File: config.mk
export PLATFORM = sky130hd
export DESIGN_NAME = lz_search_window
export DESIGN_NICKNAME = d
export VERILOG_FILES = /design/src/rtl/lz_search_window.sv
export SDC_FILE = /design/constraint.sdc
export NUM_CORES = 1
export LEC_CHECK = 0
export ABC_AREA = 1
export CORE_MARGIN = 5
export CORE_UTILIZATION = 48
export CTS_CLUSTER_DIAMETER = 150
export DETAILED_ROUTE_END_ITERATION = 6
export PLACE_DENSITY = 0.79
export SYNTH_ARGS = -nofsm -noshare
export SYNTH_HDL_FRONTEND = slang
export SYNTH_SLANG_ARGS = --single-unit
File: constraint.sdc
create_clock -name clk -period 2.1 [get_ports clk]
set_clock_uncertainty 0.05 [all_clocks]
set_input_delay 0.315 -clock clk [delete_from_list [all_inputs] [get_ports clk]]
set_output_delay 0.315 -clock clk [all_outputs]
set_load 0.1 [all_outputs]
File: src/rtl/lz_search_window.sv
// rtl/lz_search_window.sv - LZ77 sliding search window with a registered nearest-match probe.
module lz_search_window #(
  parameter int DATA_W = 8,
  parameter int DEPTH  = 7,
  localparam int CNT_W = $clog2(DEPTH + 1)
) (
  input  logic                    clk,
  input  logic                    rst,
  input  logic                    in_valid,
  output logic                    in_ready,
  input  logic [DATA_W-1:0]       in_data,
  input  logic                    flush,
  input  logic                    probe_valid,
  input  logic [DATA_W-1:0]       probe_data,
  output logic [DEPTH*DATA_W-1:0] window_out,
  output logic [DEPTH-1:0]        valid_mask,
  output logic [CNT_W-1:0]        fill_count,
  output logic                    full,
  output logic                    match_valid,
  output logic                    match_hit,
  output logic [CNT_W-1:0]        match_offset,
  output logic [DEPTH-1:0]        match_mask
);

  logic [DATA_W-1:0] entry [DEPTH];
  logic              push;
  logic [DEPTH-1:0]  cmp;
  logic [CNT_W-1:0]  cmp_off;

  assign in_ready = ~flush;
  assign push     = in_valid & ~flush;
  assign full     = (fill_count == CNT_W'(DEPTH));

  for (genvar g = 0; g < DEPTH; g++) begin : g_win
    assign window_out[g*DATA_W +: DATA_W] = entry[g];
  end

  // Compare against the registered window so the probe never sees a same-cycle push or flush.
  always_comb begin
    cmp     = '0;
    cmp_off = '0;
    for (int i = 0; i < DEPTH; i++) begin
      cmp[i] = (entry[i] == probe_data) & valid_mask[i];
    end
    for (int i = DEPTH - 1; i >= 0; i--) begin
      if (cmp[i]) cmp_off = CNT_W'(i + 1);
    end
  end

  always_ff @(posedge clk) begin
    if (!rst) begin
      for (int i = 0; i < DEPTH; i++) entry[i] <= '0;
      valid_mask   <= '0;
      fill_count   <= '0;
      match_valid  <= 1'b0;
      match_hit    <= 1'b0;
      match_offset <= '0;
      match_mask   <= '0;
    end else begin
      if (flush) begin
        for (int i = 0; i < DEPTH; i++) entry[i] <= '0;
        valid_mask <= '0;
        fill_count <= '0;
      end else if (push) begin
        entry[0] <= in_data;
        for (int i = 1; i < DEPTH; i++) entry[i] <= entry[i-1];
        valid_mask <= {valid_mask[DEPTH-2:0], 1'b1};
        if (fill_count != CNT_W'(DEPTH)) fill_count <= fill_count + CNT_W'(1);
      end
      match_valid <= probe_valid;
      if (probe_valid) begin
        match_mask   <= cmp;
        match_hit    <= |cmp;
        match_offset <= cmp_off;
      end
    end
  end

endmodule

==> results.json <==
{
  "r2r_end": "match_offset[0]$_SDFFE_PN0P_",
  "grt.overflow.total": 0,
  "pwr_density_cell_nw_per_um2": 699.5,
  "cpPeakStageDelay_ns": 0.66,
  "finalHoldViolCount": 0,
  "netlist_area_um2": 3928,
  "cp.required_ns": 2.34,
  "worstPathArrival_ns": 2.10,
  "ir_drop_uv": 400.4,
  "syn_area_per_cell_um2": 7.747,
  "worstHoldPathCells": 2,
  "path_buf_inv": 2,
  "cpMostUsedCell": "nand2_1",
  "ant_nets": 0,
  "synthCells": 507,
  "path_cells": "clkdlybuf4s50_1, inv_2, nand2_1, nand4_1, nor2_1, nand3_1, and2_0, nand2_1, nand2_1, a21oi_2",
  "num-fill-cells": 715,
  "async_flop_share_pct": 0,
  "wl_per_cell_um": 15.65,
  "clockBufferDepth": 2,
  "h-tree-depth": 3,
  "grt_max_degree": 55,
  "crit_family": "simple AND/OR/NAND/NOR gates",
  "maxCapViolations": 0,
  "design.core.area_um2": 8093,
  "timing.rr.start": "entry[5][3]$_SDFFCE_PN0P_",
  "maxSlewHeadroom_pct": 72.87,
  "slowest_stage": "clkdlybuf4s50_1",
  "post-place-ws_ns": -0.09774,
  "max_freq_mhz": 539.5,
  "post_cts_buffers": 0,
  "initial_utilization_pct": 48.53,
  "outcome": "finished clean",
  "ys_types": 36,
  "holdCritStartpoint": "fill_count[1]$_SDFFE_PP0P_",
  "cts_inserted_buffers": 9,
  "utilization_pct": 63.33,
  "drive_gt1_share_pct": 20.51,
  "setup_violations": 0,
  "whs_endpoint": "fill_count[1]$_SDFFE_PP0P_",
  "vias_per_cell": 5.084,
  "r2r_slack_ns": 0.54,
  "clk_latency_ns": 0.35,
  "grtUsageTotal_pct": 22.73,
  "ys.flop_type": "edfxtp_1",
  "r2r_cells": 12,
  "io_buffers": 100,
  "holdCritPathClass": "reg2reg",
  "gp_congestion": 0.9244,
  "grt_first_pass_wirelength_um": 17710,
  "rsz0062_at_grt": "no",
  "clk_pin_slew_ns": 0.08,
  "cts-root-buf": "clkbuf_8",
  "worstPathMaxFanout": 8,
  "yosysSeqAreaShare_pct": 51.99,
  "synth_edf_count": 48,
  "end_kind": "flop",
  "place_hpwl_um": 8924,
  "fp-row-count": 33,
  "power_leakage_uw": 0.002348,
  "final_nets": 642,
  "cts_sinks": 78,
  "first_iter_violations": 209,
  "synth_fp_nets": 530,
  "drc": 0,
  "die_h_um": 100.5,
  "dr_total_vias": 3706,
  "worst-setup-path-type": "in2reg",
  "antenna_found_initial": 0,
  "fin_ws_ns": 0.2466,
  "antenna_cells": 0,
  "finalCritPeriodShare_pct": 88.26,
  "tightest_slew_ns": 0.4060,
  "die_x_um": 100.5,
  "ctsHoldBuffers": 0,
  "ys_ff_latch": 78,
  "timing.final.crit_period_ns": 1.853,
  "grt_pass1_vias": 3653,
  "ctsResizeCount": 0,
  "firstDrtPassIters": 5,
  "hold_slack_ns": 0.4086,
  "die_area_um2": 10090,
  "io_pins": 101,
  "cts_tree": "done",
  "slew_violations": 0,
  "yosysWarnings": 0,
  "power_uw": 3585,
  "wl_um": 11410,
  "cp-start-kind": "input port",
  "area_growth_pct": 30.49
}
==> final cells by class <==
class	count	area (µm²)	area share (%)
multi-input combinational	322	1471	28.71
timing repair buffer	116	970.9	18.95
clock buffer	12	135.1	2.637
inverter	92	345.3	6.738
sequential	78	2046	39.92
tap	105	131.4	2.563
clock inverter	4	25.02	0.4883
==> metal layers <==
layer | track usage (%) | vias to the layer above | share of wire (%)
met4 | 9.119 | 0 | 2.3
li1 | - | 1819 | -
met2 | 37.61 | 134 | 48
met1 | 28.74 | 1729 | 42
met3 | 5.260 | 24 | 7.5
met5 | 0 | - | 0
==> cells by family (layout without fill, tap and decap cells) <==
kind of cell,count (synthesis),count (layout),synth area share [%]
XOR/XNOR,9,9,2.007
AND/OR/NAND/NOR,253,253,26.60
adder cells (fa/ha/maj),2,2,0.6370
buffers and inverters,107,224,10.61
flip-flops,78,78,51.99
AO/OA/AOI/OAI,58,58,8.156
==> cells in the final DEF, fill, tap and decap left out, drive strengths merged, types with 6 or more instances in the layout <==
| master | Yosys | final |
|---|---|---|
| edfxtp | 48 | 48 |
| dfxtp | 30 | 30 |
| o21ai | 19 | 19 |
| nand2 | 129 | 129 |
| clkbuf | 4 | 12 |
| inv | 92 | 93 |
| xor2 | 6 | 6 |
| o22ai | 9 | 9 |
| nor2 | 87 | 87 |
| a21oi | 25 | 25 |
| clkdlybuf4s50 | 0 | 20 |
| buf | 11 | 96 |
| nand4 | 10 | 10 |
| nand3 | 20 | 20 |
==> flip-flops by register name, summed over array words and instances, names as in the netlist <==
signal,flops
entry,56
match_mask,7
valid_mask,7
fill_count,3
match_offset,3
match_hit,1
match_valid,1
==> metrics by stage <==
stage / TNS [ns] / cell area (µm²) / cells
after floorplan: 0 / 3934 / 507
final: 0 / 5125 / 729
after detailed placement: -0.2439 / 4965 / 713
after CTS: 0 / 5125 / 729
after global placement: -0.1215 / 4965 / 713
after global routing: 0 / 5125 / 729
==> where the power goes <==
group	internal, µW	switching, µW
Clock	430	547
Combinational	202	674
Sequential	1680	51.6
==> Yosys cell counts (3+ instances only) <==
cell type	number	area [µm²]
o22ai_1	9	56.30
buf_2	5	25.02
xnor2_1	3	26.28
a21oi_1	23	115.1
nor2_1	84	315.3
buf_1	4	15.01
edfxtp_1	48	1441
inv_2	6	22.52
o21ai_0	18	90.09
dfxtp_1	30	600.6
clkbuf_1	3	11.26
xor2_1	6	52.55
nand4_1	10	62.56
nand2_1	127	476.7
inv_1	86	322.8
nand3_1	19	95.09
==> tightest hold or removal path: stages (launching register included) <==
cell	delay (ns)
dfxtp_2	0.33
inv_1	0.05
a21oi_1	0.05
==> worst max-delay path by stage <==
stage                                     from                           end  slack (ns)  cells past startpoint
detailed placement               probe_data[3]  match_offset[0]$_SDFFE_PN0P_        -0.1                     14
global route                     probe_data[3]  match_offset[1]$_SDFFE_PN0P_        0.10                     10
CTS                              probe_data[3]  match_offset[0]$_SDFFE_PN0P_        0.27                     14
global placement                 probe_data[3]  match_offset[0]$_SDFFE_PN0P_       -0.07                     14
finish                           probe_data[3]  match_offset[1]$_SDFFE_PN0P_        0.25                     10
floorplan           fill_count[0]$_SDFFE_PP0P_    fill_count[0]$_SDFFE_PP0P_        0.05                      6
No activity file was read; power rests on OpenSTA's default activity.
